==> config.mk <==
export PLATFORM = sky130hd
export DESIGN_NAME = noaa_report_tx_flat
export DESIGN_NICKNAME = d
export VERILOG_FILES = /design/src/rtl/noaa_pkg.sv /design/src/rtl/noaa_report_tx_if.sv /design/src/rtl/noaa_report_fifo.sv /design/src/rtl/noaa_report_tx.sv /design/src/flat_wrapper.sv
export SDC_FILE = /design/constraint.sdc
export NUM_CORES = 1
export LEC_CHECK = 0
export BUFFER_PORTS_ARGS = -buffer_cell sky130_fd_sc_hd__clkbuf_2
export CAP_MARGIN = 15
export CORE_MARGIN = 4
export CORE_UTILIZATION = 54
export CTS_CLUSTER_SIZE = 25
export DETAILED_ROUTE_END_ITERATION = 8
export HOLD_SLACK_MARGIN = 0.1
export PLACE_DENSITY = 0.75
export SLEW_MARGIN = 15
export SYNTH_ARGS = -nofsm -noshare
export SYNTH_HDL_FRONTEND = slang
export SYNTH_SLANG_ARGS = --single-unit
==> constraint.sdc <==
create_clock -name CLK -period 3.09 [get_ports CLK]
set_input_delay 0.1545 -clock CLK [delete_from_list [all_inputs] [get_ports CLK]]
set_output_delay 0.1545 -clock CLK [all_outputs]
set_load 0.05 [all_outputs]
==> src/rtl/noaa_pkg.sv <==
// Shared widths, FSM state type and queued-entry layout for the NOAA report
// transmitter.
package noaa_pkg;

  localparam int unsigned RESULT_W     = 12;
  localparam int unsigned SEQ_W        = 3;
  localparam int unsigned FRAME_DATA_W = 16;
  localparam int unsigned FRAME_BITS   = 19;
  localparam int unsigned COUNT_W      = 5;
  localparam int unsigned BIT_CNT_W    = $clog2(FRAME_DATA_W);

  typedef enum logic [2:0] {
    ST_IDLE   = 3'd0,
    ST_START  = 3'd1,
    ST_DATA   = 3'd2,
    ST_PARITY = 3'd3,
    ST_STOP   = 3'd4
  } state_e;

  // One queued result; value sits in the low bits so it is sent first.
  typedef struct packed {
    logic [SEQ_W-1:0]    seq;
    logic                mode;
    logic [RESULT_W-1:0] value;
  } entry_t;

endpackage

==> src/rtl/noaa_report_tx_if.sv <==
// Result-in / serial-report-out bundle of the NOAA report transmitter.
//   DONE, MODE, AVG_SD : result strobe, type tag and value from the averaging stage
//   TX, BUSY           : serial line (idle high) and frame-in-progress flag
//   OVERFLOW           : sticky dropped-result flag
//   FIFO_COUNT         : queued, unsent results
interface noaa_report_tx_if;
  import noaa_pkg::*;

  logic                DONE;
  logic                MODE;
  logic [RESULT_W-1:0] AVG_SD;
  logic                TX;
  logic                BUSY;
  logic                OVERFLOW;
  logic [COUNT_W-1:0]  FIFO_COUNT;

  modport master (
    output DONE, MODE, AVG_SD,
    input  TX, BUSY, OVERFLOW, FIFO_COUNT
  );

  modport slave (
    input  DONE, MODE, AVG_SD,
    output TX, BUSY, OVERFLOW, FIFO_COUNT
  );

endinterface

==> src/rtl/noaa_report_fifo.sv <==
// Result FIFO for the report transmitter (power-of-two depth).
//   CLK, RESET_N : clock, async active-low reset (pointers and count only)
//   push, wdata  : write request and data; taken when not full or when popping
//   pop, rdata_c : read request and head-of-queue data (combinational)
//   count        : registered occupancy
//   full_c, empty_c : occupancy flags derived from count
module noaa_report_fifo
  import noaa_pkg::*;
#(
  parameter int unsigned DEPTH  = 4,
  parameter int unsigned DATA_W = FRAME_DATA_W
) (
  input  logic               CLK,
  input  logic               RESET_N,
  input  logic               push,
  input  logic               pop,
  input  logic [DATA_W-1:0]  wdata,
  output logic [DATA_W-1:0]  rdata_c,
  output logic [COUNT_W-1:0] count,
  output logic               full_c,
  output logic               empty_c
);

  localparam int unsigned PTR_W = $clog2(DEPTH);

  logic [DATA_W-1:0] mem [DEPTH];
  logic [PTR_W-1:0]  wr_ptr;
  logic [PTR_W-1:0]  rd_ptr;
  logic              wr_en_c;
  logic              rd_en_c;

  assign full_c  = (count == COUNT_W'(DEPTH));
  assign empty_c = (count == '0);
  assign rd_en_c = pop & ~empty_c;
  // A full FIFO still accepts a write when the head leaves on the same edge.
  assign wr_en_c = push & (~full_c | rd_en_c);
  assign rdata_c = mem[rd_ptr];

  // Pointers wrap naturally because DEPTH is a power of two.
  always_ff @(posedge CLK or negedge RESET_N) begin
    if (!RESET_N) begin
      wr_ptr <= '0;
      rd_ptr <= '0;
      count  <= '0;
    end else begin
      if (wr_en_c) wr_ptr <= wr_ptr + PTR_W'(1);
      if (rd_en_c) rd_ptr <= rd_ptr + PTR_W'(1);
      case ({wr_en_c, rd_en_c})
        2'b10:   count <= count + COUNT_W'(1);
        2'b01:   count <= count - COUNT_W'(1);
        default: count <= count;
      endcase
    end
  end

  // Storage needs no reset; only entries below count are ever read.
  always_ff @(posedge CLK) begin
    if (wr_en_c) mem[wr_ptr] <= wdata;
  end

endmodule

==> src/rtl/noaa_report_tx.sv <==
// NOAA report transmitter: queues averaging/SD results on DONE rising edges and
// sends each as a 19-bit serial frame (start, 16 data LSB first, even parity, stop).
//   CLK, RESET_N : clock, async active-low reset
//   bus (slave)  : DONE/MODE/AVG_SD in; TX/BUSY/OVERFLOW/FIFO_COUNT out (all registered)
module noaa_report_tx
  import noaa_pkg::*;
#(
  parameter int unsigned FIFO_DEPTH = 4,
  parameter int unsigned BAUD_DIV   = 4
) (
  input  logic             CLK,
  input  logic             RESET_N,
  noaa_report_tx_if.slave  bus
);

  localparam int unsigned BAUD_W = $clog2(BAUD_DIV);
  localparam logic [BAUD_W-1:0]    BAUD_LAST = BAUD_W'(BAUD_DIV - 1);
  localparam logic [BIT_CNT_W-1:0] BIT_LAST  = BIT_CNT_W'(FRAME_DATA_W - 1);

  logic                    done_q;
  logic [SEQ_W-1:0]        seq_q;
  logic                    overflow_q;
  logic                    capture_c;
  logic                    accept_c;
  logic                    pop_c;
  entry_t                  push_entry_c;
  logic [FRAME_DATA_W-1:0] fifo_rdata_c;
  logic [COUNT_W-1:0]      fifo_count;
  logic                    fifo_full_c;
  logic                    fifo_empty_c;

  state_e                  state_q, state_d;
  logic [BAUD_W-1:0]       baud_q, baud_d;
  logic [BIT_CNT_W-1:0]    bit_q, bit_d;
  logic [FRAME_DATA_W-1:0] shift_q, shift_d;
  logic                    parity_q, parity_d;
  logic                    tx_q, tx_d;
  logic                    busy_q, busy_d;

  // Rising-edge capture and FIFO accept decision.
  assign capture_c    = bus.DONE & ~done_q;
  assign accept_c     = capture_c & (~fifo_full_c | pop_c);
  assign push_entry_c = '{seq: seq_q, mode: bus.MODE, value: bus.AVG_SD};

  noaa_report_fifo #(
    .DEPTH  (FIFO_DEPTH),
    .DATA_W (FRAME_DATA_W)
  ) u_fifo (
    .CLK     (CLK),
    .RESET_N (RESET_N),
    .push    (capture_c),
    .pop     (pop_c),
    .wdata   (push_entry_c),
    .rdata_c (fifo_rdata_c),
    .count   (fifo_count),
    .full_c  (fifo_full_c),
    .empty_c (fifo_empty_c)
  );

  // DONE history, sequence number and sticky overflow.
  always_ff @(posedge CLK or negedge RESET_N) begin
    if (!RESET_N) begin
      done_q     <= 1'b0;
      seq_q      <= '0;
      overflow_q <= 1'b0;
    end else begin
      done_q <= bus.DONE;
      if (accept_c)               seq_q      <= seq_q + SEQ_W'(1);
      if (capture_c && !accept_c) overflow_q <= 1'b1;
    end
  end

  // Frame FSM and serializer registers.
  always_ff @(posedge CLK or negedge RESET_N) begin
    if (!RESET_N) begin
      state_q  <= ST_IDLE;
      baud_q   <= '0;
      bit_q    <= '0;
      shift_q  <= '0;
      parity_q <= 1'b0;
      tx_q     <= 1'b1;
      busy_q   <= 1'b0;
    end else begin
      state_q  <= state_d;
      baud_q   <= baud_d;
      bit_q    <= bit_d;
      shift_q  <= shift_d;
      parity_q <= parity_d;
      tx_q     <= tx_d;
      busy_q   <= busy_d;
    end
  end

  // Next state; TX/BUSY are decoded from the next state so they register in step.
  always_comb begin
    state_d  = state_q;
    baud_d   = baud_q;
    bit_d    = bit_q;
    shift_d  = shift_q;
    parity_d = parity_q;
    pop_c    = 1'b0;
    tx_d     = 1'b1;
    busy_d   = 1'b0;

    case (state_q)
      ST_IDLE: begin
        if (!fifo_empty_c) begin
          pop_c    = 1'b1;
          shift_d  = fifo_rdata_c;
          parity_d = ^fifo_rdata_c;
          bit_d    = '0;
          baud_d   = '0;
          state_d  = ST_START;
        end
      end
      ST_START: begin
        if (baud_q == BAUD_LAST) begin
          baud_d  = '0;
          state_d = ST_DATA;
        end else begin
          baud_d = baud_q + BAUD_W'(1);
        end
      end
      ST_DATA: begin
        if (baud_q == BAUD_LAST) begin
          baud_d  = '0;
          shift_d = shift_q >> 1;
          if (bit_q == BIT_LAST) begin
            bit_d   = '0;
            state_d = ST_PARITY;
          end else begin
            bit_d = bit_q + BIT_CNT_W'(1);
          end
        end else begin
          baud_d = baud_q + BAUD_W'(1);
        end
      end
      ST_PARITY: begin
        if (baud_q == BAUD_LAST) begin
          baud_d  = '0;
          state_d = ST_STOP;
        end else begin
          baud_d = baud_q + BAUD_W'(1);
        end
      end
      ST_STOP: begin
        if (baud_q == BAUD_LAST) begin
          baud_d  = '0;
          state_d = ST_IDLE;
        end else begin
          baud_d = baud_q + BAUD_W'(1);
        end
      end
      default: state_d = ST_IDLE;
    endcase

    case (state_d)
      ST_START:  begin tx_d = 1'b0;       busy_d = 1'b1; end
      ST_DATA:   begin tx_d = shift_d[0]; busy_d = 1'b1; end
      ST_PARITY: begin tx_d = parity_d;   busy_d = 1'b1; end
      ST_STOP:   begin tx_d = 1'b1;       busy_d = 1'b1; end
      default:   begin tx_d = 1'b1;       busy_d = 1'b0; end
    endcase
  end

  assign bus.TX         = tx_q;
  assign bus.BUSY       = busy_q;
  assign bus.OVERFLOW   = overflow_q;
  assign bus.FIFO_COUNT = fifo_count;

endmodule
==> src/flat_wrapper.sv <==
// flat-port wrapper written by rule: the top's interface ports become plain ports
module noaa_report_tx_flat import noaa_pkg::*;
#(
  parameter int unsigned FIFO_DEPTH = 4,
  parameter int unsigned BAUD_DIV   = 4
)
  (CLK, RESET_N, bus_DONE, bus_MODE, bus_AVG_SD, bus_TX, bus_BUSY, bus_OVERFLOW, bus_FIFO_COUNT);
  noaa_report_tx_if bus_i ();
  input  logic CLK;
  input  logic RESET_N;
  input wire logic [$bits(bus_i.DONE)-1:0] bus_DONE;
  input wire logic [$bits(bus_i.MODE)-1:0] bus_MODE;
  input wire logic [$bits(bus_i.AVG_SD)-1:0] bus_AVG_SD;
  output wire logic [$bits(bus_i.TX)-1:0] bus_TX;
  output wire logic [$bits(bus_i.BUSY)-1:0] bus_BUSY;
  output wire logic [$bits(bus_i.OVERFLOW)-1:0] bus_OVERFLOW;
  output wire logic [$bits(bus_i.FIFO_COUNT)-1:0] bus_FIFO_COUNT;
  assign bus_i.DONE = bus_DONE;
  assign bus_i.MODE = bus_MODE;
  assign bus_i.AVG_SD = bus_AVG_SD;
  assign bus_TX = bus_i.TX;
  assign bus_BUSY = bus_i.BUSY;
  assign bus_OVERFLOW = bus_i.OVERFLOW;
  assign bus_FIFO_COUNT = bus_i.FIFO_COUNT;
  noaa_report_tx #(.FIFO_DEPTH(FIFO_DEPTH), .BAUD_DIV(BAUD_DIV)) u_core (.CLK(CLK), .RESET_N(RESET_N), .bus(bus_i));
endmodule
# --- Yosys cells after proc, flatten, opt, wreduce, memory -nomap -nowiden ---
# Memory sizes are Yosys's and may differ from the RTL's.
# Cells that the tools add are included.
word_totals:
  ramBits: 64
  memories: 1
  input_bits: 16
  register_bits: 42
  output_inout_bits: 8
memory_table:
  columns: ["memory", "words", "word_bits", "read_ports", "rd_ports_with_merged_regs", "wr", "line", "text"]
  rows:
  - ["u_core.u_fifo.mem", 4, 16, 1, 0, 1, "noaa_report_fifo.sv:26", "logic [DATA_W-1:0] mem [DEPTH];"]
classes:
  reduce_logical: 12
  bitwise_logic: 9
  addsub: 7
  n_mux: 26
  n_eq_ne: 15
ops:
  columns: ["operator", "count"]
  rows:
  - ["$mux W16", 2]
  - ["$pmux W16 S2", 1]
  - ["$mux W3", 6]
  - ["$reduce_xor A16 Y1", 1]
  - ["$pmux W3 S5", 1]
  - ["$eq A3 B2 Y1 const B", 4]
  - ["$mux W4", 3]
  - ["$pmux W5 S2", 1]
  - ["$pmux W4 S2", 1]
  - ["$reduce_or A4 Y1", 2]
  - ["$mux W1", 7]
  - ["$add A2 B1 Y2 const B", 3]
  - ["$eq A3 B1 Y1 const B", 2]
  - ["$eq A3 B3 Y1 const B", 2]
  - ["$reduce_bool A2 Y1", 3]
  - ["$add A5 B1 Y5 const B", 1]
  - ["$eq A5 B3 Y1 const B", 1]
  - ["$logic_not A5 Y1", 1]
  - ["$sub A5 B1 Y5 const B", 1]
  - ["$add A4 B1 Y4 const B", 1]
  - ["$and A1 B1 Y1", 4]
  - ["$eq A2 B2 Y1 const B", 2]
  - ["$eq A4 B4 Y1 const B", 1]
  - ["$mux W2", 2]
  - ["other kinds (13)", 16]

# --- Logic depth before layout (Yosys ltp) ---
# Gate-level depths: netlist of the first run.
logic_depth:
  ltp_word: 8
  depth_mapped: 13
  ltp_nobuf: 11

# --- By module ---
# A second synthesis of the first run with hierarchy kept.
unflattened:
  hier_cells: 314
  area_unflattened_um2: 4628.2
modules_own_cells:
  columns: ["module", "seq_area_each_um2", "cells_per_inst", "n_inst", "area_per_inst_um2"]
  rows:
  - ["noaa_report_fifo", 2147.1, 156, 1, 2999.1]
  - ["noaa_report_tx", 827.0, 158, 1, 1629.1]

# --- Worst setup path before layout of the first run ---
# OpenSTA, ideal clock, no wires.
synth_timing:
  path_kind: "flip-flop to flip-flop"
  from: "register u_core.state_q[1]"
  to: "register u_core.u_fifo.count[4]"
  n_path_buf: 2
  period_less_slack_ns: 3.094
  arrival_ns: 2.950
  path_stages_with_launch: 14
  path_slack_ns: -0.004
  setup_ns: 0.144
  cell_sequence: "dfrtp_1 or2_2 clkbuf_1 o211ai_1 nor2b_1 clkbuf_1 inv_1 ha_1 fa_1 a21o_1 a21oi_1 xor2_1 nor2_1 xor2_1"
synth_via:
  elab_chain_len: 7
synth_lines:
  columns: ["item", "line", "text"]
  rows:
  - ["start: declaration", "noaa_report_tx.sv:32", "state_e state_q, state_d;"]
  - ["start signal: assignment", "noaa_report_tx.sv:84", "state_q <= state_d;"]
  - ["$logic_not A3 Y1 *", "noaa_report_tx.sv:105", "case (state_q)"]
  - ["$mux W1 *", "noaa_report_tx.sv:105", null]
  - ["$and A1 B1 Y1 *", "noaa_report_fifo.sv:34", "assign rd_en_c = pop & ~empty_c;"]
  - ["$or A1 B1 Y1", "noaa_report_fifo.sv:36", "assign wr_en_c = push & (~full_c | rd_en_c);"]
  - ["$and A1 B1 Y1", "noaa_report_fifo.sv:36", null]
  - ["$eq A2 B1 Y1 / $eq A2 B2 Y1 (equally long branches)", "noaa_report_fifo.sv:48", "case ({wr_en_c, rd_en_c})"]
  - ["$pmux W5 S2 / $reduce_bool A2 Y1 (equally long branches)", null, null]
  - ["end signal: assignment", "noaa_report_fifo.sv:49", "2'b10: count <= count + COUNT_W'(1);"]
  - ["end signal: assignment", "noaa_report_fifo.sv:50", "2'b01: count <= count - COUNT_W'(1);"]
  - ["end signal: assignment", "noaa_report_fifo.sv:51", "default: count <= count;"]
  - ["end: declaration", "noaa_report_fifo.sv:19", "output logic [COUNT_W-1:0] count,"]
# Mark *: on every way between the ends. The rest lies on a longest branch, timed or not.
# A chain may end at the register's enable or synchronous reset.

# --- Worst setup path in the final report of the first run ---
# Ends and elaborated chain as after synthesis.

==> results of run 1 <==
-- layer usage --
layer  up-vias  share of wire (%)
li1       1189                  -
met2        40                 48
met4         0                1.4
met3        12                3.4
met1      1245                 47
met5         -                  0
-- per-stage QoR --
stage	power, mW	std cells
after detailed placement	4.266	420
after global placement	4.202	420
after CTS	5.074	451
after floorplan	3.890	298
after global routing	5.387	451
final	5.025	451
-- cell type report --
type,count,area [um2],share of cell area [%]
Clock buffer,9,123.9,2.428
Inverter,3,11.26,0.2207
Sequential cell,106,2974,58.29
Tap cell,105,131.4,2.575
Multi-Input combinational cell,174,1470,28.81
Clock inverter,7,58.81,1.153
Timing Repair Buffer,47,332.8,6.523
-- worst max path at each step --
stage	slack, ps	endpoint	cells past startpoint
2_1_floorplan	30	u_core.u_fifo.count[4]$_DFFE_PN0P_	11
3_3_place_gp	340	u_core.u_fifo.count[4]$_DFFE_PN0P_	11
3_5_place_dp	250	u_core.u_fifo.count[4]$_DFFE_PN0P_	11
4_1_cts	230	u_core.u_fifo.count[4]$_DFFE_PN0P_	11
5_1_grt	60	u_core.u_fifo.count[4]$_DFFE_PN0P_	10
6_report	230	u_core.u_fifo.count[4]$_DFFE_PN0P_	11
-- where the power goes --
part	switching, mW	total [mW]	internal (mW)	leakage (nW)
sequential	0.267	2.15	1.88	1.09
combinational	1.11	2.08	0.974	0.840
clock	0.486	0.795	0.309	0.0929
-- state kept, by name (all words and copies together), names as in the netlist, 2 cells and up --
| signal | count |
|---|---|
| u_core.u_fifo.mem | 64 |
| u_core.shift_q | 16 |
| u_core.u_fifo.count | 5 |
| u_core.bit_q | 4 |
| u_core.seq_q | 3 |
| u_core.state_q | 3 |
| u_core.baud_q | 2 |
| u_core.u_fifo.rd_ptr | 2 |
| u_core.u_fifo.wr_ptr | 2 |
-- placed cells by master, fill, tap and decap left out, drive strengths merged, types with 2 or more instances in the layout --
master       Yosys  layout
inv              3       8
xnor2           18      18
dlygate4sd3      0      15
mux2             2       2
nor3b            2       2
nor3             3       3
nor2             6       6
nand2           46      46
edfxtp          64      64
a22oi           14      14
nand2b           2       2
nand3            2       2
a221oi           2       2
a21o             3       3
clkbuf          13      31
nor2b            2       2
mux4            16      16
buf              2      10
a21oi            7       7
mux2i            3       3
ha              11      11
dfrtp           41      41
o21ai           10      10
and2             5       5
xor2             8       8
-- worst max-delay path, cell delays in order (launching register included) --
cell,delay (ps)
sky130_fd_sc_hd__dfrtp_1,440
sky130_fd_sc_hd__or2_2,400
sky130_fd_sc_hd__o211ai_1,230
sky130_fd_sc_hd__nor2b_1,200
sky130_fd_sc_hd__inv_1,60
sky130_fd_sc_hd__ha_1,260
sky130_fd_sc_hd__fa_1,430
sky130_fd_sc_hd__a21o_1,200
sky130_fd_sc_hd__a21oi_1,160
sky130_fd_sc_hd__xor2_1,160
sky130_fd_sc_hd__nor2_1,60
sky130_fd_sc_hd__xor2_1,140
-- logic make-up (layout without fill, tap and decap cells) --
logic type	after synthesis	count (layout)
buffers and inverters	18	66
DFF	106	106
adders and majority gates	12	12
xor gates and xnor gates	26	26
and+or+nand+nor	73	73
muxes	21	21
AOI/OAI and AO/OA	42	42
-- repair_timing --
item / in CTS / in global routing
setup endpoints to repair: 0 / 0
endpoints found under the hold margin: 95 / 0
hold buffers: 15 / 0
==> impl_results.md, run 1 <==
- Hold_sp: bus_DONE
- Via count of the first global-routing pass: roughly 2500
- Global-route met3 utilization: 4.517%
- Number of routed nets with antenna violations: 0
- Initial Util: a little under three fifths
- Hold Path Cell Cnt: 2
- Cell area after placement: 4770 um2
- Root Buffer Master: sky130_fd_sc_hd__clkbuf_8
- Most common cell in the synthesized netlist: sky130_fd_sc_hd__edfxtp_1
- Number of synthesized flops with an enable pin: between 60 and 70
- Detailed-router iteration count before antenna repair: 4
- Slew at the pin closest to its max-slew limit: ~950 ps
- Average wire per cell in the routed design: around 16 um
- Final wirelength: between 7000 and 8000 um
- Setup Slack @ Placement: around 250 ps
- Cells on worst reg2reg path: 11
- Area growth, synth to finish: 12.00%
- Worst hold-check path type: input pin to flip-flop
- Top cells by area, synth: sky130_fd_sc_hd__edfxtp_1 (42%), sky130_fd_sc_hd__dfrtp_1 (23%), sky130_fd_sc_hd__mux4_1 (4.6%)
- Clock edge transition at the registers on the reported setup and hold paths: between 100 and 150 ps
- Ys Warns: 0
- Area of the die: 9970 um2
- Post CTS Setup Buffer Count: 0
- Area fraction of the dominant cell type after synthesis: 42.19%
- Adder-Cell Fraction of Synth Area: about 3.5%
- CTS H-tree depth: 3
- Post-synthesis compound-gate area fraction: between 6 and 7%
- Utilization after layout: between 60% and 70%
- Unrepaired setup endpoints after global routing: no
- Antenna Cells: 0
- Share of synthesized area occupied by flip-flops and latches: 65.28%
- Launch point of the worst path: u_core.state_q[1]$_DFF_PN0_
- Via count of the routed design: between 2000 and 2500
- GRT Max-Usage Layer: met2
- Pin count of the biggest net entering global routing: 43
- Total CTS buffers: 9
- Proportion of synthesized area in mux cells: under 10%
- Post-layout minimum cycle time: roughly 2900 ps
- Largest area contributor in the netlist: sky130_fd_sc_hd__edfxtp_1
- PD cells: slightly below 1000 nW/um2
- Initial antenna violation count: 0
- Highest fanout seen on the critical path: 9
- Highest attainable clock frequency: about 350 MHz
- End point of the worst hold path: u_core.done_q$_DFF_PN0_
- IO Pins: 24
- TritonCTS clock tree: yes
- Basic-gate share of the synthesized area counting and, or, nand and nor cells: approximately 7.3%
- Worst reg2reg endpoint: u_core.u_fifo.count[4]$_DFFE_PN0P_
- Async SR Flop Fraction: 39.62%
- HPWL reported at the end of detailed placement: 4699 um
- Die W: about 100 um
- Most used flip-flop cell after synthesis: sky130_fd_sc_hd__edfxtp_1
- Count of endpoints failing setup in the final report: 0
- Worst Path Class, Setup: flip-flop to flip-flop
- Most frequent cells after synthesis: sky130_fd_sc_hd__edfxtp_1 (64), sky130_fd_sc_hd__nand2_1 (46), sky130_fd_sc_hd__dfrtp_1 (41)
- Number of distinct library cells after synthesis: 42
- Largest family of logic cells by synthesized area: multiplexers
- Overflow left after global routing: 0
- Layout cells sized above 1: roughly a fifth
- Global router's overall resource usage: between 10% and 20%
- Synth Area in XOR/XNOR: under 10%
- Gate count after technology mapping: around 300
- Worst-case register-to-register setup slack: about 230 ps
- Filler cell count in the final layout: 611
- Die height: between 90 and 100 um
- Remaining DRCs: 0
- Routing usage on met2: between 20% and 30%
- Number of buffers on the longest clock path: 2
- Register bit count reported by yosys: 106
- Smallest hold slack: about 450 ps
- Number of standard-cell rows in the floorplan: 33
- Number of port buffers: 23
- Number of nets produced by synthesis: 326
- Netlist Area Pre-Place: about 4600 um2
- Core area: just over 8000 um2
- Wire length of the first global-routing pass: ~13000 um
- Met1 capacity usage during global routing: between 20% and 30%
- Total negative slack: 0 ps
- Iteration-0 DRC count of the detailed router: ~130
- Startpoint types: flip-flop
- Number of max-capacitance violations reported: 0
- Worst-case vdd ir drop: roughly 0.43 mV
- Clock Sinks: around 110
- Pleak: roughly 2.0 nW
- Endpoint class of the critical path: flip-flop
- Post-route design area: 5102 um2
- Clock insertion delay at the later pin of the skew report: approximately 370 ps
- Relative max-transition margin: between 30% and 40%
- CP arrival: roughly 3100 ps
- Per-cell via count in the routed design: between 5 and 6
- Maximum clock skew at final layout: about 11 ps
- Count of instances resized after the clock tree is built: 0
- Final critical-path share of the clock period: around 90%
- Launch instance of the worst register-to-register path: u_core.state_q[1]$_DFF_PN0_
- Max-slew violation total from the final report: 0
- Weighted congestion reported at the end of routability-driven placement: around 0.77
- Minimum setup slack in the final design: 232.7 ps
- Required time of the critical path: approximately 3400 ps
- Run status: finished clean
- Total count of hold-check failures in the final report: 0
- Number of nets in the final layout: between 300 and 400
- Synthesized area divided by synthesized cell count: ~15 um2
No activity file was read; power rests on OpenSTA's default activity.
==> inputs of run 2 (changes only) <==
--- a/config.mk
+++ b/config.mk
@@ -5,12 +5,12 @@
 export SDC_FILE = /design/constraint.sdc
 export NUM_CORES = 1
 export LEC_CHECK = 0
-export BUFFER_PORTS_ARGS = -buffer_cell sky130_fd_sc_hd__clkbuf_2
 export CAP_MARGIN = 15
 export CORE_MARGIN = 4
-export CORE_UTILIZATION = 54
+export CORE_UTILIZATION = 57
 export CTS_CLUSTER_SIZE = 25
 export DETAILED_ROUTE_END_ITERATION = 8
+export DONT_BUFFER_PORTS = 1
 export HOLD_SLACK_MARGIN = 0.1
 export PLACE_DENSITY = 0.75
 export SLEW_MARGIN = 15
==> run 2 against run 1 <==
Sequential share of layout area increased by 0.19 points. Critical path depth did not move. Cell area down 0.32%. Critical path type unchanged. Via count is 1.9% lower. Clock power is 9.6% higher. Highest routed layer unchanged. Die area shrank 4.8%. Worst hold slack got worse by 220 ps. Maximum frequency fell by 3.1%. Non-clock buffer count fell by 16. Clock skew up 1.2 ps. Wire length grew 1.2%.
==> impl_results.md, run 2 (same netlist as run 1, synthesis figures left out) <==
- TritonCTS clock tree: yes (unchanged)
- Minimum setup slack in the final design: 140.9 ps (was 232.7 ps)
- Setup Slack @ Placement: 234.6 ps (was 250.5 ps)
- Smallest hold slack: 224.2 ps (was 447.2 ps)
- Worst-case vdd ir drop: 0.5150 mV (was 0.4291 mV)
- Worst hold-check path type: input pin to async pin (was input pin to flip-flop)
- Antenna Cells: 0 (unchanged)
- Maximum clock skew at final layout: 12.66 ps (was 11.45 ps)
- Weighted congestion reported at the end of routability-driven placement: 0.7350 (was 0.7687)
- Endpoint class of the critical path: flip-flop (unchanged)
- Filler cell count in the final layout: 553 (was 611)
- Total CTS buffers: 9 (unchanged)
- Post-route design area: 5086 um2 (was 5102 um2)
- Via count of the first global-routing pass: 2420 (was 2546)
- Wire length on met1: 3396 um (was 3426 um)
- Number of routed nets with antenna violations: 0 (unchanged)
- Largest register by flop count: u_core.u_fifo.mem (unchanged)
- Die W: 97.40 um (was 99.85 um)
- Startpoint types: flip-flop (unchanged)
- Iteration-0 DRC count of the detailed router: 238 (was 131)
- Worst Path Class, Setup: flip-flop to flip-flop (unchanged)
- CP arrival: 3230 ps (was 3120 ps)
- Most common library cell in the layout ignoring fill and taps: sky130_fd_sc_hd__edfxtp_1 (unchanged)
- Average wire per cell in the routed design: 17.13 um (was 16.22 um)
- Met3 WL: 253 um (was 248 um)
- Utilization after layout: 65.48% (was 62.10%)
- Number of standard-cell rows in the floorplan: 32 (was 33)
- Final critical-path share of the clock period: 95.44% (was 92.47%)
- Number of nets in the final layout: 353 (was 369)
- Post-layout minimum cycle time: 2949 ps (was 2857 ps)
- Required time of the critical path: 3370 ps (was 3350 ps)
- Total count of hold-check failures in the final report: 0 (unchanged)
- Initial Util: 58.65% (was 55.44%)
- Worst-case register-to-register setup slack: 140 ps (was 230 ps)
- Die height: 97.40 um (was 99.85 um)
- Number of max-capacitance violations reported: 0 (unchanged)
- Layout cells sized above 1: 15.15% (was 19.08%)
- Cell area after placement: 4701 um2 (was 4770 um2)
- Pin count of the biggest net entering global routing: 43 (unchanged)
- Remaining DRCs: 0 (unchanged)
- PD cells: 1012 nW/um2 (was 984.8 nW/um2)
- Count of endpoints failing setup in the final report: 0 (unchanged)
- Launch point of the worst path: u_core.state_q[1]$_DFF_PN0_ (unchanged)
- Highest fanout seen on the critical path: 9 (unchanged)
- Number of buffers on the longest clock path: 2 (unchanged)
- Via count of the routed design: 2440 (was 2486)
- Relative max-transition margin: 52.09% (was 36.67%)
- Max reg flops: 64 (unchanged)
- Clock Sinks: 106 (unchanged)
- IO Pins: 24 (unchanged)
- Slew at the pin closest to its max-slew limit: 718.6 ps (was 949.9 ps)
- Run status: finished clean (unchanged)
- Number of port buffers: 0 (was 23)
- Wire length of the first global-routing pass: 12240 um (was 12770 um)
- Cells on worst reg2reg path: 11 (unchanged)
- Highest attainable clock frequency: 339.1 MHz (was 350.0 MHz)
- Area growth, synth to finish: 11.65% (was 12.00%)
- Max-slew violation total from the final report: 0 (unchanged)
- Clock edge transition at the registers on the reported setup and hold paths: 120 ps (was 110 ps)
- Global router's overall resource usage: 16.57% (was 16.63%)
- Top layer in use: met4 (unchanged)
- Core area: 7767 um2 (was 8217 um2)
- HPWL reported at the end of detailed placement: 4669 um (was 4699 um)
- Clock insertion delay at the later pin of the skew report: 380 ps (was 370 ps)
- Launch instance of the worst register-to-register path: u_core.state_q[1]$_DFF_PN0_ (unchanged)
- Commonest non-fill, non-tap cells in the layout: sky130_fd_sc_hd__edfxtp_1 (64), sky130_fd_sc_hd__nand2_1 (46), sky130_fd_sc_hd__dfrtp_1 (41), sky130_fd_sc_hd__dlygate4sd3_1 (15) (was sky130_fd_sc_hd__edfxtp_1 (64), sky130_fd_sc_hd__nand2_1 (46), sky130_fd_sc_hd__dfrtp_1 (41), sky130_fd_sc_hd__clkbuf_2 (22), sky130_fd_sc_hd__dlygate4sd3_1 (15))
- Worst reg2reg endpoint: u_core.u_fifo.count[4]$_DFFE_PN0P_ (unchanged)
- CTS H-tree depth: 3 (unchanged)
- Detailed-router iteration count before antenna repair: 4 (unchanged)
- Initial antenna violation count: 0 (unchanged)
- Final wirelength: 7401 um (was 7316 um)
- Top flop regs: u_core.u_fifo.mem: 64 flops, u_core.shift_q: 16 flops, u_core.u_fifo.count: 5 flops (unchanged)
- Length of routed met2 wiring: 3633 um (was 3538 um)
- Area of the die: 9487 um2 (was 9970 um2)
- Pleak: 1.987 nW (was 2.026 nW)
- Root Buffer Master: sky130_fd_sc_hd__clkbuf_8 (unchanged)
- Overflow left after global routing: 0 (unchanged)
- Per-cell via count in the routed design: 5.648 (was 5.512)
## run 2: cell types whose count changed in the layout (fill, tap and decap cells not counted), sizes merged
cell      previous run  this run
clkinvlp             1         0
clkbuf              31         9
inv                  8         9
buf                 10        16
## run 2: critical path, stage by stage (launching register included)
cell                       delay (ps)
sky130_fd_sc_hd__dfrtp_1          450
sky130_fd_sc_hd__or2_2            410
sky130_fd_sc_hd__o211ai_1         290
sky130_fd_sc_hd__nor2b_1          220
sky130_fd_sc_hd__inv_1             60
sky130_fd_sc_hd__ha_1             270
sky130_fd_sc_hd__fa_1             430
sky130_fd_sc_hd__a21o_1           190
sky130_fd_sc_hd__a21oi_1          180
sky130_fd_sc_hd__xor2_1           160
sky130_fd_sc_hd__nor2_1            60
sky130_fd_sc_hd__xor2_1           140
## run 2: where the power goes
group	total [mW]	switching (mW)	internal, mW
logic	2.07	1.07	1.00
clock network	0.871	0.538	0.333
registers	2.20	0.323	1.88
## run 2: metal layers
metal,up-vias,GRT usage (%)
li1,1160,-
met1,1224,22.38
met2,46,26.73
met3,10,4.092
met4,0,5.218
met5,-,0
## run 2: repair_timing
item | in CTS | in global routing
endpoints found under the hold margin | 96 | 0
buffers inserted | 0 | 1
gates resized for setup | 0 | 0
hold buffers | 16 | 0
endpoints found under the setup margin | 0 | 1
## run 2: how the worst max path moves through the flow
stage | cells after the start | slack, ps | endpoint
after floorplan | 11 | 30 | u_core.u_fifo.count[4]$_DFFE_PN0P_
after global placement | 11 | 320 | u_core.u_fifo.count[4]$_DFFE_PN0P_
after detailed placement | 11 | 230 | u_core.u_fifo.count[4]$_DFFE_PN0P_
after CTS | 11 | 200 | u_core.u_fifo.count[4]$_DFFE_PN0P_
after global routing | 11 | -30 | u_core.u_fifo.count[4]$_DFFE_PN0P_
final | 11 | 140 | u_core.u_fifo.count[4]$_DFFE_PN0P_
## run 2: through the flow
stage / power (mW) / TNS, ps / std cells
finish: 5.146 / 0 / 432
global route: 5.469 / -31.80 / 432
CTS: 5.181 / 0 / 431
detailed placement: 4.285 / 0 / 399
global placement: 4.228 / 0 / 399
floorplan: 3.890 / 0 / 298
## run 2: area by class of cell
cell class	count	area (um2)	share of cell area (%)
Tap cell	102	127.6	2.509
Sequential cell	106	2974	58.47
Multi-Input combinational cell	174	1470	28.91
Timing Repair Buffer	31	295.3	5.806
Inverter	3	11.26	0.2214
Clock inverter	7	83.83	1.648
Clock buffer	9	123.9	2.435
==> inputs of run 3 (changes only) <==
--- a/config.mk
+++ b/config.mk
@@ -12,6 +12,7 @@
 export DETAILED_ROUTE_END_ITERATION = 8
 export DONT_BUFFER_PORTS = 1
 export HOLD_SLACK_MARGIN = 0.1
+export MAX_ROUTING_LAYER = met4
 export PLACE_DENSITY = 0.75
 export SLEW_MARGIN = 15
 export SYNTH_ARGS = -nofsm -noshare
==> run 3 against run 2 <==
Clock power hardly changed. Critical path depth unchanged. Highest routed layer unchanged. Setup slack improved by 2.4 ps. Core utilization unchanged. Maximum frequency barely moved. Largest cell class unchanged. Sequential power about the same. First-iteration DRC count increased by 3.8%. Via count is 0.45% higher. Non-clock buffer count did not move.
==> impl_results.md, run 3 (same netlist as run 1, synthesis figures left out) <==
- Number of nets in the final layout: 353 (unchanged)
- Top cell by count, worst path: sky130_fd_sc_hd__xor2_1 (unchanged)
- Total CTS buffers: 9 (unchanged)
- Required time of the critical path: 3370 ps (about the same)
- Antenna Cells: 0 (unchanged)
- Filler cell count in the final layout: 553 (unchanged)
- Largest stage delay, worst path: 450 ps (about the same)
- Kind of cell adding the most delay to the critical path: adder cells (unchanged)
- Number of standard-cell rows in the floorplan: 32 (unchanged)
- Endpoint class of the critical path: flip-flop (unchanged)
- Root Buffer Master: sky130_fd_sc_hd__clkbuf_8 (unchanged)
- Via count of the first global-routing pass: 2417 (was 2420)
- Run status: finished clean (unchanged)
- Via count of the routed design: 2451 (was 2440)
- Count of endpoints failing setup in the final report: 0 (unchanged)
- Utilization after layout: 65.48% (unchanged)
- Standard cell with the maximum stage delay on the critical path: sky130_fd_sc_hd__dfrtp_1 (unchanged)
- Detailed-router iteration count before antenna repair: 4 (unchanged)
- Average wire per cell in the routed design: 17.16 um (was 17.13 um)
- Global router's overall resource usage: 17.06% (was 16.57%)
- Highest attainable clock frequency: 339.4 MHz (was 339.1 MHz)
- Area used by sequential logic in the layout: 2974 um2 (unchanged)
- Initial Util: 58.65% (unchanged)
- Remaining DRCs: 0 (unchanged)
- Highest fanout seen on the critical path: 9 (unchanged)
- Max-slew violation total from the final report: 0 (unchanged)
- Commonest non-fill, non-tap cells in the layout: sky130_fd_sc_hd__edfxtp_1 (64), sky130_fd_sc_hd__nand2_1 (46), sky130_fd_sc_hd__dfrtp_1 (41), sky130_fd_sc_hd__dlygate4sd3_1 (15) (unchanged)
- Number of buffers on the longest clock path: 2 (unchanged)
- Number of max-capacitance violations reported: 0 (unchanged)
- Worst Path Class, Setup: flip-flop to flip-flop (unchanged)
- Initial antenna violation count: 0 (unchanged)
- Area of the die: 9487 um2 (unchanged)
- Final wirelength: 7412 um (was 7401 um)
- Largest register by flop count: u_core.u_fifo.mem (unchanged)
- Multi-input gate area: 1470 um2 (unchanged)
- Area growth, synth to finish: 11.65% (unchanged)
- Per-cell via count in the routed design: 5.674 (was 5.648)
- Post-layout minimum cycle time: 2947 ps (was 2949 ps)
- Startpoint types: flip-flop (unchanged)
- Weighted congestion reported at the end of routability-driven placement: 0.7440 (was 0.7350)
- TritonCTS clock tree: yes (unchanged)
- Clock insertion delay at the later pin of the skew report: 380 ps (about the same)
- Final critical-path share of the clock period: 95.36% (was 95.44%)
- Clock Sinks: 106 (unchanged)
- Sum of buffers and inverters on the critical path: 1 (unchanged)
- CP arrival: 3230 ps (about the same)
- Core area: 7767 um2 (unchanged)
- Number of routed nets with antenna violations: 0 (unchanged)
- CTS H-tree depth: 3 (unchanged)
- HPWL reported at the end of detailed placement: 4669 um (unchanged)
- Smallest hold slack: 224.2 ps (about the same)
- Worst-case vdd ir drop: 0.5148 mV (was 0.5150 mV)
- Iteration-0 DRC count of the detailed router: 247 (was 238)
- IO Pins: 24 (unchanged)
- Crit path cell chain: or2_2 -> o211ai_1 -> nor2b_1 -> inv_1 -> ha_1 -> fa_1 -> a21o_1 -> a21oi_1 -> xor2_1 -> nor2_1 -> xor2_1 (unchanged)
- Layout cells sized above 1: 15.15% (unchanged)
- Relative max-transition margin: 52.30% (was 52.09%)
- Maximum clock skew at final layout: 13.36 ps (was 12.66 ps)
- Overflow left after global routing: 0 (unchanged)
- Worst hold-check path type: input pin to async pin (unchanged)
- Total count of hold-check failures in the final report: 0 (unchanged)
- PD cells: 1012 nW/um2 (about the same)
- Slew at the pin closest to its max-slew limit: 715.5 ps (was 718.6 ps)
- Die height: 97.40 um (unchanged)
- Number of port buffers: 0 (unchanged)
- Die W: 97.40 um (unchanged)
- Most common library cell in the layout ignoring fill and taps: sky130_fd_sc_hd__edfxtp_1 (unchanged)
- Top flop regs: u_core.u_fifo.mem: 64 flops, u_core.shift_q: 16 flops, u_core.u_fifo.count: 5 flops (unchanged)
- Pleak: 1.987 nW (unchanged)
- Max reg flops: 64 (unchanged)
- Clock edge transition at the registers on the reported setup and hold paths: 120 ps (about the same)
- Wire length of the first global-routing pass: 12250 um (was 12240 um)
- Pin count of the biggest net entering global routing: 43 (unchanged)
==> run 3: final cells by class <==
class | count | share of cell area [%]
well taps | 102 | 2.509
inverters | 3 | 0.2214
repair buffers | 31 | 5.806
clock inverters | 7 | 1.648
multi-input cells | 174 | 28.91
clock buffers | 9 | 2.435
flip-flops and latches | 106 | 58.47
==> run 3: final timing paths <==
| check | startpoint | to | slack, ps | cells past startpoint |
|---|---|---|---|---|
| worst max-delay path | u_core.state_q[1]$_DFF_PN0_ | u_core.u_fifo.count[4]$_DFFE_PN0P_ | 140 | 11 |
| worst min-delay path | RESET_N | u_core.u_fifo.count[2]$_DFFE_PN0P_ | 220 | 2 |
| worst max register to register | u_core.state_q[1]$_DFF_PN0_ | u_core.u_fifo.count[4]$_DFFE_PN0P_ | 140 | 11 |
| worst min register to register | u_core.bit_q[3]$_DFFE_PN0P_ | u_core.bit_q[3]$_DFFE_PN0P_ | 490 | 1 |
| max in group asynchronous | RESET_N | u_core.bus.TX$_DFF_PN1_ | 2600 | 2 |
| min in group CLK | bus_DONE | u_core.done_q$_DFF_PN0_ | 370 | 1 |
==> run 3: power by group <==
| group | total [mW] | switching, mW | internal (mW) |
|---|---|---|---|
| Sequential | 2.21 | 0.324 | 1.88 |
| Combinational | 2.07 | 1.07 | 1.00 |
| Clock | 0.870 | 0.536 | 0.333 |
==> run 3: layer usage <==
layer	vias up	GRT usage, %	share of wire [%]	wire length, um
li1	1157	-	-	-
met1	1228	22.48	46	3401
met2	56	26.67	49	3610
met3	10	4.092	4.0	293
met4	0	5.218	1.4	107
met5	-	-	0	0
==> run 3: repair_timing <==
action,4_1_cts,5_1_grt
gates resized for setup,0,0
buffers inserted,0,1
endpoints found under the hold margin,96,0
hold buffers,16,0
setup endpoints to repair,0,1
==> run 3: stage by stage <==
| step | cells | total power [mW] | setup TNS [ps] | worst slack [ps] | instance area (um2) |
|---|---|---|---|---|---|
| final | 432 | 5.145 | 0 | 143.3 | 5086 |
| after global routing | 432 | 5.468 | -31.80 | -31.80 | 5086 |
| after CTS | 431 | 5.181 | 0 | 201.3 | 5079 |
| after detailed placement | 399 | 4.285 | 0 | 234.6 | 4701 |
| after global placement | 399 | 4.228 | 0 | 315.4 | 4701 |
| after floorplan | 298 | 3.890 | 0 | 33.07 | 4557 |
